## config.mk

```make
export PLATFORM = sky130hd
export DESIGN_NAME = alu_muldiv_unit
export DESIGN_NICKNAME = d
export VERILOG_FILES = /design/src/rtl/alu_muldiv_unit.sv
export SDC_FILE = /design/constraint.sdc
export NUM_CORES = 1
export LEC_CHECK = 0
export BUFFER_PORTS_ARGS = -buffer_cell sky130_fd_sc_hd__buf_2
export CAP_MARGIN = 40
export CORE_ASPECT_RATIO = 1.2
export CORE_MARGIN = 10
export CORE_UTILIZATION = 58
export CTS_CLUSTER_DIAMETER = 200
export DETAILED_ROUTE_END_ITERATION = 10
export PLACE_DENSITY_LB_ADDON = 0.2
export SYNTH_ARGS = -nofsm -noshare
export SYNTH_HDL_FRONTEND = slang
export SYNTH_SLANG_ARGS = --single-unit
```

## constraint.sdc

```tcl
create_clock -name clk -period 3.5 [get_ports clk]
set_input_delay 0.175 -clock clk [delete_from_list [all_inputs] [get_ports clk]]
set_output_delay 0.175 -clock clk [all_outputs]
set_load 0.02 [all_outputs]
```

## src/rtl/alu_muldiv_unit.sv

```systemverilog
// ---------------------------------------------------------------------------
// alu_muldiv_unit
//   Iterative multiply/divide unit that sits next to the single-cycle ALU.
//   A request is accepted with Start while Busy=0. The operation then takes
//   WIDTH iteration cycles plus one sign-fixup cycle, and finishes with a
//   one-cycle Done pulse. Results are held until the next completion.
//
//   state | meaning
//   ------+----------------------------------------------------------------
//   IDLE  | waiting for Start; operands are captured on the accept edge
//   RUN   | one shift-add (mul) or restoring-subtract (div) step per cycle
//   FIX   | apply result signs, register Hi/Lo/DivByZero
//   DONE  | Done pulse; a new Start is accepted here (back-to-back ops)
//
// Ports
//   clk        rising-edge clock
//   rst_n      asynchronous active-low reset
//   Start      request, sampled only when Busy=0 (IDLE or DONE)
//   Op         00 MULTU, 01 MULT, 10 DIVU, 11 DIV
//   input1     multiplicand / dividend
//   input2     multiplier / divisor
//   Busy       high in RUN and FIX
//   Done       one-cycle pulse when Hi/Lo become valid
//   Hi         product upper half / remainder
//   Lo         product lower half / quotient
//   DivByZero  last completed op was a divide by zero
// ---------------------------------------------------------------------------
module alu_muldiv_unit #(
  parameter int WIDTH = 8
) (
  input  logic             clk,
  input  logic             rst_n,
  input  logic             Start,
  input  logic [1:0]       Op,
  input  logic [WIDTH-1:0] input1,
  input  logic [WIDTH-1:0] input2,
  output logic             Busy,
  output logic             Done,
  output logic [WIDTH-1:0] Hi,
  output logic [WIDTH-1:0] Lo,
  output logic             DivByZero
);

  localparam int CNT_W = $clog2(WIDTH + 1);

  typedef enum logic [1:0] {
    S_IDLE = 2'd0,
    S_RUN  = 2'd1,
    S_FIX  = 2'd2,
    S_DONE = 2'd3
  } state_t;

  state_t                 state;
  logic [1:0]             op_q;
  logic                   sign_a;
  logic                   sign_b;
  logic                   b_zero;
  logic [WIDTH-1:0]       a_raw;
  // multiplicand for multiply, divisor for divide (both as magnitudes)
  logic [WIDTH-1:0]       opnd;
  // multiply: {partial product high, multiplier/product low}
  // divide:   {partial remainder, dividend/quotient}
  logic [2*WIDTH-1:0]     acc;
  logic [CNT_W-1:0]       cnt;

  logic                   is_div;
  logic                   is_signed;

  logic                   cap_sa;
  logic                   cap_sb;
  logic [WIDTH-1:0]       mag1;
  logic [WIDTH-1:0]       mag2;

  logic [WIDTH:0]         mul_sum;
  logic [2*WIDTH-1:0]     mul_next;
  logic [WIDTH:0]         div_diff;
  logic [2*WIDTH-1:0]     div_next;

  logic [2*WIDTH-1:0]     prod_fix;
  logic [WIDTH-1:0]       quo_fix;
  logic [WIDTH-1:0]       rem_fix;
  logic [WIDTH-1:0]       res_hi;
  logic [WIDTH-1:0]       res_lo;
  logic                   res_dbz;

  assign is_div    = op_q[1];
  assign is_signed = op_q[0];

  // Operand capture: signed ops keep magnitudes plus sign bits. The magnitude
  // of -2^(WIDTH-1) is 2^(WIDTH-1), which is still correct read as unsigned.
  always_comb begin
    cap_sa = Op[0] & input1[WIDTH-1];
    cap_sb = Op[0] & input2[WIDTH-1];
    mag1   = cap_sa ? -input1 : input1;
    mag2   = cap_sb ? -input2 : input2;
  end

  // One iteration step for each algorithm.
  always_comb begin
    // shift-add: add multiplicand into the upper half when the current
    // multiplier bit is set, then shift the whole accumulator right with carry
    mul_sum  = {1'b0, acc[2*WIDTH-1:WIDTH]} + {1'b0, (acc[0] ? opnd : {WIDTH{1'b0}})};
    mul_next = {mul_sum, acc[WIDTH-1:1]};

    // restoring division: shift the next dividend bit into the remainder and
    // try subtracting the divisor; bit WIDTH of the difference is the borrow
    div_diff = {acc[2*WIDTH-1:WIDTH], acc[WIDTH-1]} - {1'b0, opnd};
    if (!div_diff[WIDTH]) begin
      div_next = {div_diff[WIDTH-1:0], acc[WIDTH-2:0], 1'b1};
    end else begin
      div_next = {acc[2*WIDTH-2:0], 1'b0};
    end
  end

  // Sign fixup and result selection for the FIX cycle.
  always_comb begin
    prod_fix = (is_signed && (sign_a ^ sign_b)) ? -acc : acc;
    quo_fix  = (is_signed && (sign_a ^ sign_b)) ? -acc[WIDTH-1:0] : acc[WIDTH-1:0];
    rem_fix  = (is_signed && sign_a) ? -acc[2*WIDTH-1:WIDTH] : acc[2*WIDTH-1:WIDTH];

    res_hi   = prod_fix[2*WIDTH-1:WIDTH];
    res_lo   = prod_fix[WIDTH-1:0];
    res_dbz  = 1'b0;
    if (is_div) begin
      if (b_zero) begin
        // divide by zero: all-ones quotient, dividend passed through raw
        res_hi  = a_raw;
        res_lo  = {WIDTH{1'b1}};
        res_dbz = 1'b1;
      end else begin
        res_hi  = rem_fix;
        res_lo  = quo_fix;
      end
    end
  end

  always_ff @(posedge clk or negedge rst_n) begin
    if (!rst_n) begin
      state     <= S_IDLE;
      Busy      <= 1'b0;
      Done      <= 1'b0;
      Hi        <= '0;
      Lo        <= '0;
      DivByZero <= 1'b0;
      op_q      <= '0;
      sign_a    <= 1'b0;
      sign_b    <= 1'b0;
      b_zero    <= 1'b0;
      a_raw     <= '0;
      opnd      <= '0;
      acc       <= '0;
      cnt       <= '0;
    end else begin
      case (state)
        S_IDLE, S_DONE: begin
          Done <= 1'b0;
          if (Start) begin
            op_q   <= Op;
            sign_a <= cap_sa;
            sign_b <= cap_sb;
            b_zero <= (input2 == '0);
            a_raw  <= input1;
            if (Op[1]) begin
              opnd <= mag2;
              acc  <= {{WIDTH{1'b0}}, mag1};
            end else begin
              opnd <= mag1;
              acc  <= {{WIDTH{1'b0}}, mag2};
            end
            cnt   <= CNT_W'(WIDTH);
            Busy  <= 1'b1;
            state <= S_RUN;
          end else begin
            state <= S_IDLE;
          end
        end

        S_RUN: begin
          acc <= is_div ? div_next : mul_next;
          cnt <= cnt - CNT_W'(1);
          if (cnt == CNT_W'(1)) begin
            state <= S_FIX;
          end
        end

        S_FIX: begin
          Hi        <= res_hi;
          Lo        <= res_lo;
          DivByZero <= res_dbz;
          Busy      <= 1'b0;
          Done      <= 1'b1;
          state     <= S_DONE;
        end

        default: begin
          Busy  <= 1'b0;
          Done  <= 1'b0;
          state <= S_IDLE;
        end
      endcase
    end
  end

endmodule

```

# After elaboration in Yosys (flattened, before gate mapping)
# Cells that the tools add are included.
[totals] output_inout_bits=19 elab_cells=67 ff_bits=62
[op_classes] reduce_logical=10 muxes=26 add_sub_neg=8 eq_ne=6 bitwise_logic=3
[ops] cell="$mux W8" n=11
[ops] cell="$mux W16" n=4
[ops] cell="$neg A8 Y8" n=4
[ops] cell="$pmux W16 S2" n=1
[ops] cell="$neg A16 Y16" n=1
[ops] cell="$add A8 B8 Y9" n=1
[ops] cell="$sub A9 B8 Y9" n=1
[ops] cell="$logic_not A8 Y1" n=1
[ops] cell="$pmux W4 S2" n=1
[ops] cell="$pmux W2 S3" n=1
[ops] cell="$reduce_and A2 Y1" n=3
[ops] cell="$eq A2 B2 Y1 const B" n=2
[ops] cell="$eq A4 B1 Y1 const B" n=1
[ops] cell="$mux W1" n=4
[ops] cell="$mux W4" n=1
[ops] cell="$ne A2 B2 Y1 const B" n=2
[ops] cell="$pmux W1 S2" n=2
[ops] cell="$reduce_bool A2 Y1" n=2
[ops] cell="$sub A4 B1 Y4 const B" n=1
[ops] cell="$and A1 B1 Y1" n=2
[ops] cell="$eq A2 B1 Y1 const B" n=1
[ops] cell="$logic_and A1 B1 Y1" n=2
[ops] cell="$logic_not A2 Y1" n=1
[ops] cell="$mux W2" n=1
[ops] cell="2 further kinds" n=2

# Depth between registers and ports, before layout
# Gate-level depths: netlist of the first run.
[depth] depth_word=5 depth_mapped=10 ltp_nobuf=10

# Worst setup path after synthesis of the first run
# OpenSTA, ideal clock, no wires.
[synth_path] path_type="flip-flop to flip-flop" from="register acc[7]" to="register acc[14]" path_stages_with_launch=11 path_buffers=0 setup_slack_ns=0.970 period_less_slack_ns=2.530 t_arrival_ns=2.404 cell_sequence="dfrtp_1 inv_1 ha_1 inv_1 fa_1 a21oi_1 o221ai_2 or3_1 a211oi_1 nor4b_1 a221o_1"
[synth_via] elab_chain_cells=4
[synth_lines] item="start, declared" line="63" source="logic [2*WIDTH-1:0] acc;"
[synth_lines] item="start signal, assigned" line="165" source="acc <= {{WIDTH{1'b0}}, mag1};"
[synth_lines] item="start signal, assigned" line="168" source="acc <= {{WIDTH{1'b0}}, mag2};"
[synth_lines] item="start signal, assigned" line="179" source="acc <= is_div ? div_next : mul_next;"
[synth_lines] item="$sub A9 B8 Y9" line="107" source="div_diff = {acc[2*WIDTH-1:WIDTH], acc[WIDTH-1]} - {1'b0, opnd};"
[synth_lines] item="$mux W16" line="108" source="if (!div_diff[WIDTH]) begin"
[synth_lines] item="$mux W16" line="179"
[synth_lines] item="$pmux W16 S2" line="154" source="case (state)"
# No other way between the ends.
# A chain may end at the register's enable or synchronous reset.

# Final worst setup path of the first run
# Same ends and word-level chain as after synthesis.

==> impl_metrics.ini, run 1 <==
[placement]
hpwl_mm = 8.53
pre_cts_slack_ps = 725
gp_congestion = 0.931
dp.cells = 636
portBuffers = 39

[sta]
tightest_slew_ps = 665
rsz0062_at_grt = false
tns_ps = 0
post-route-period-util_pct = 80.5
slew_headroom_pct = 55.6
worst_slack_ps = 682
setup_viol = 0
slew_viol_final = 0
min_period_ps = 2820
final_hold_viol_count = 0
fin_worst_skew_ps = 13.3
max_freq_ghz = 0.355

[route]
drc = 0
wl_per_cell_um = 17.0
drt_iter0_drc = 334
route.antenna.remaining_nets = 0
routed_wl_mm = 11.1
via_per_inst = 5.92
drtPass1Iterations = 5
vias = 3864

[power_and_ir_drop]
cellLeakagePower_nw = 2.28
p_total_mw = 4.75
powerDensity_nw_per_um2 = 949
ir_drop_v = 0.000498

[global_route]
grt_pass1_vias = 3825
grt_max_degree = 34
grt_pass1_wl_mm = 18.6
grt_usage_pct = 19.6
antenna_found_initial = 0
grt_overflow = 0

[setup_path]
critical_path_class = reg2reg
path_depth = 10
r2r_cells = 10
worstSetupStartpoint = acc[7]
cpLargestDelayFamily = compound AO/OA/AOI/OAI gates
r2r-end = acc[14]
r2r_slack_ps = 680
rr_startpoint = acc[7]
slowest_stage = dfrtp_1
path_cells = inv_1 > ha_1 > inv_1 > fa_1 > a21oi_1 > o221ai_2 > or3_1 > a211oi_1 > nor4b_1 > a221o_1
start_kind = flop
crit_end = acc[14]
crit_path_frequent_cell = inv_1
critPathMaxStageDelay_ps = 400
crit_path_end_kind = flop
crit_fanout = 5
cp.buffers_inverters = 2
worstPathArrival_ps = 3050
required_ps = 3730

[finish]
fin_cells = 653
n_antenna_cell = 0
fin_nets = 604
drive_gt1_share_pct = 15.7
areaGrowthSynthToFinish_pct = 9.65

[yosys]
yosysTopAreaCellShare_pct = 34.0
yosys_warnings = 0
avgSynthCellArea_um2 = 8.63
netlist_instances = 529
synth_top_cell_by_area = dfrtp_1
synth_cell_types = 59
yosys-top-cells-area = dfrtp_1 (34%), ha_1 (6.9%), a21oi_1 (4.7%), mux2_2 (4.7%), xnor2_1 (4.6%)
async_flop_share_pct = 100
post_synth_instance_area_um2 = 4560
ys_ff_latch = 62
ys_seq_area_share_pct = 34.0
synth_nets = 577
synth_edf_count = 0
ys.flop_type = dfrtp_1

[floorplanning]
start_util_pct = 59.5
rows = 35
chipHeight_um = 117
die_w_um = 101
die_area_um2 = 11800
core_um2 = 7660
pin_count = 40

[worst_hold_path]
hp-class = in2reg
hold_start = input2[7]
worst_hold_path.num_cells = 2

[clock_network]
cts_buffers = 9
cts_tree = done
cts_num_sinks = 62
clock_latency_ps = 340
clk_pin_slew_worst_paths_ps = 80
clockBufferDepth = 2
htree_num_levels = 3
cts-root-buf = clkbuf_8
cts_setup_buffers = 0

[outcome]
status = finished clean

[job]
cap_viol_max_count = 0
## routing by layer
layer | GRT usage (%) | up-vias | part of all wire, %
li1 | - | 1926 | -
met3 | 4.05 | 15 | 6.3
met1 | 25.0 | 1777 | 46
met4 | 6.51 | 0 | 1.7
met5 | 0 | - | 0
met2 | 32.2 | 146 | 46
## placed cells by master (no fill, tap or decap), types with 24 or more instances in the layout
cell / count
a21oi_1: 43
buf_2: 39
dfrtp_1: 62
ha_1: 25
inv_1: 31
nand2_1: 51
nor2_1: 49
o21ai_0: 39
xnor2_1: 24
## how the worst min path moves through the flow
stage,to,slack (ps)
final,b_zero,70
after global routing,b_zero,80
after detailed placement,Hi[3],250
after CTS,b_zero,60
after global placement,Hi[3],240
after floorplan,Busy,-120
## kinds of logic (layout without fill, tap and decap cells)
group,count (synthesis),in the layout,share of synthesized area [%]
AOI/OAI and AO/OA,144,144,20.3
DFF,62,62,34.0
adders and majority gates,27,27,7.73
buffers and inverters,61,93,5.26
xor gates and xnor gates,40,40,7.68
muxes,39,39,9.10
and+or+nand+nor,156,156,15.9
## state kept, by name (all words and copies together), names as in the netlist
name / count
a_raw: 8
op_q: 2
b_zero: 1
opnd: 8
Hi: 8
Busy: 1
acc: 16
sign_b: 1
cnt: 4
Done: 1
Lo: 8
sign_a: 1
DivByZero: 1
state: 2
## timing repair
item,in CTS,in global routing
hold endpoints to repair,29,0
hold buffers,1,0
gates resized for setup,0,0
## cell type report
| class | count | area, um2 |
|---|---|---|
| Fill cell | 653 | 2660 |
| Clock inverter | 6 | 61.3 |
| Multi-Input combinational cell | 406 | 2770 |
| Clock buffer | 10 | 138 |
| Timing Repair Buffer | 46 | 250 |
| Inverter | 31 | 116 |
| Sequential cell | 62 | 1550 |
| Tap cell | 92 | 115 |
## power breakdown
group | internal, mW | switching (mW) | total [mW]
combinational | 1.14 | 1.59 | 2.72
sequential | 1.03 | 0.358 | 1.39
clock | 0.346 | 0.291 | 0.637
## Yosys cell counts (3+ instances only)
cell,count
mux2_2,19
xnor2_1,24
nor3_1,10
nor2b_1,5
o21ai_1,8
buf_2,3
o311ai_1,3
o31ai_1,4
o211ai_1,3
mux2i_1,19
a21oi_1,43
clkbuf_1,25
ha_1,25
o21a_1,5
xor2_1,16
a211oi_1,5
inv_1,31
a21o_1,3
nand2_1,51
o41ai_1,4
a31oi_1,5
or3_1,3
nand3_1,15
o21ai_0,39
nor2_1,49
a22oi_1,3
dfrtp_1,62
nand3b_1,3
nand2b_1,5
## through the flow
stage / hold WS (ps) / area (um2) / util (%)
final: 69.3 / 5000 / 65.3
after global routing: 77.4 / 5000 / 65.3
after CTS: 55.9 / 5000 / 65.3
after detailed placement: 249 / 4790 / 62.6
after global placement: 238 / 4790 / 62.6
after floorplan: -121 / 4560 / -
(Power assumes the default switching activity.)
==> run 2, diff against run 1 <==
--- a/config.mk
+++ b/config.mk
@@ -9,7 +9,7 @@
 export CAP_MARGIN = 40
 export CORE_ASPECT_RATIO = 1.2
 export CORE_MARGIN = 10
-export CORE_UTILIZATION = 58
+export CORE_UTILIZATION = 55
 export CTS_CLUSTER_DIAMETER = 200
 export DETAILED_ROUTE_END_ITERATION = 10
 export PLACE_DENSITY_LB_ADDON = 0.2
==> constraint.sdc (replaced) <==
create_clock -name clk -period 2.3 [get_ports clk]
set_input_delay 0.115 -clock clk [delete_from_list [all_inputs] [get_ports clk]]
set_output_delay 0.115 -clock clk [all_outputs]
set_load 0.02 [all_outputs]
==> impl_metrics.ini, run 2 (same netlist as run 1, synthesis figures left out) <==
[sta]
tightest_slew_ps = 781
worst_slack_ps = -55.9
post-route-period-util_pct = 102
final_hold_viol_count = 0
fin_worst_skew_ps = 9.49
setup_viol = 3
min_period_ps = 2360
slew_headroom_pct = 47.9
tns_ps = -104
rsz0062_at_grt = true
slew_viol_final = 0
max_freq_ghz = 0.424
whs_ps = 35.8

[route]
route.antenna.remaining_nets = 0
drc = 0
wl_per_cell_um = 17.4
drtPass1Iterations = 4
vias = 4080
via_per_inst = 5.93
routed_wl_mm = 12.0
drt_iter0_drc = 234

[worst_hold_path]
hp-class = in2reg
worst_hold_path.num_cells = 2
hold_start = input1[7]
holdPathEnd = a_raw[7]

[finish]
final_core_util_pct = 65.9
final.fill_count = 698
n_antenna_cell = 0
fin_nets = 636
regArea_um2 = 1550
layout_commonest_cell = dfrtp_1
areaGrowthSynthToFinish_pct = 17.1
final_cell_mix = dfrtp_1 (62), nand2_1 (51), nor2_1 (49)
fin_cells = 688
top_register = acc
design_area_um2 = 5350
largest_register_ffs = 16
drive_gt1_share_pct = 22.3
multi_input_area_um2 = 2850

[placement]
portBuffers = 39
hpwl_mm = 9.22
pre_cts_slack_ps = -118
gp_congestion = 0.930
dpl_cell_area_um2 = 5040
dp.cells = 666

[clock_network]
cts_num_sinks = 62
clockBufferDepth = 2
clock_latency_ps = 350
clk_pin_slew_worst_paths_ps = 70
cts-root-buf = clkbuf_8
cts_tree = done
cts_buffers = 9
htree_num_levels = 3

[floorplanning]
die_area_um2 = 12400
die_w_um = 103
core_um2 = 8110
chipHeight_um = 120
rows = 36
pin_count = 40
start_util_pct = 56.3

[setup_path]
worstPathArrival_ps = 2600
rr_startpoint = acc[7]
critPathMaxStageDelay_ps = 390
start_kind = flop
slowest_stage = dfrtp_1
critical_path_class = reg2reg
crit_path_end_kind = flop
required_ps = 2540
r2r-end = acc[14]
path_cells = inv_2 > ha_4 > inv_2 > fa_2 > a21oi_4 > o221ai_4 > or3_1 > a211oi_2 > nor4b_2 > a221o_1
r2r_slack_ps = -60
crit_fanout = 3
crit_path_frequent_cell = inv_2
r2r_cells = 10

[outcome]
violations = setup timing
status = complete, but fails checks

[power_and_ir_drop]
cellLeakagePower_nw = 2.45
ir_drop_v = 0.000797
powerDensity_nw_per_um2 = 1500
p_total_mw = 8.00

[global_route]
antenna_found_initial = 0
grt_usage_pct = 20.3
grt_pass1_wl_mm = 19.9
grt_overflow = 0
grt_max_degree = 63
grt_pass1_vias = 4082

[job]
cap_viol_max_count = 0
run 2: layout make-up:
| cell class | instances | area share (%) |
|---|---|---|
| clock inverter | 5 | 1.08 |
| tap | 95 | 2.22 |
| inverter | 31 | 2.18 |
| multi-input combinational | 406 | 53.4 |
| timing repair buffer | 78 | 9.46 |
| clock buffer | 11 | 2.65 |
| sequential | 62 | 29.0 |
run 2: where the power goes:
part	internal, mW	total [mW]	switching (mW)
Clock	0.532	0.987	0.455
Combinational	2.18	4.98	2.80
Sequential	1.58	2.03	0.454
Total	4.29	8.00	3.71
run 2: worst max-delay path, delay by kind of cell (launching register included):
family,cells,cell delay [ps]
AO/OA/AOI/OAI,4,840
adder cells (fa/ha/maj),2,500
buffers and inverters,2,110
flip-flops,1,390
AND/OR/NAND/NOR,2,410
run 2: repair_timing:
action                                  4_1_cts  5_1_grt
pin swaps                                     1        4
hold buffers                                  2        0
endpoints found under the setup margin        5       10
buffers inserted                              2        2
endpoints found under the hold margin        63        0
gates resized for setup                       4        7
run 2: how the worst max path moves through the flow:
stage,start,endpoint,depth (start not counted)
floorplan,acc[7],acc[14],10
global placement,acc[7],acc[14],10
finish,acc[7],acc[14],10
CTS,acc[7],acc[14],10
global route,acc[7],acc[14],10
detailed placement,acc[7],acc[14],10
run 2: per-layer routing:
layer	track usage (%)	vias up	routed length, um
met2	33.9	117	5890
met1	24.8	1950	5110
met5	0	-	0
met3	3.96	23	639
met4	8.28	0	344
li1	-	1990	-
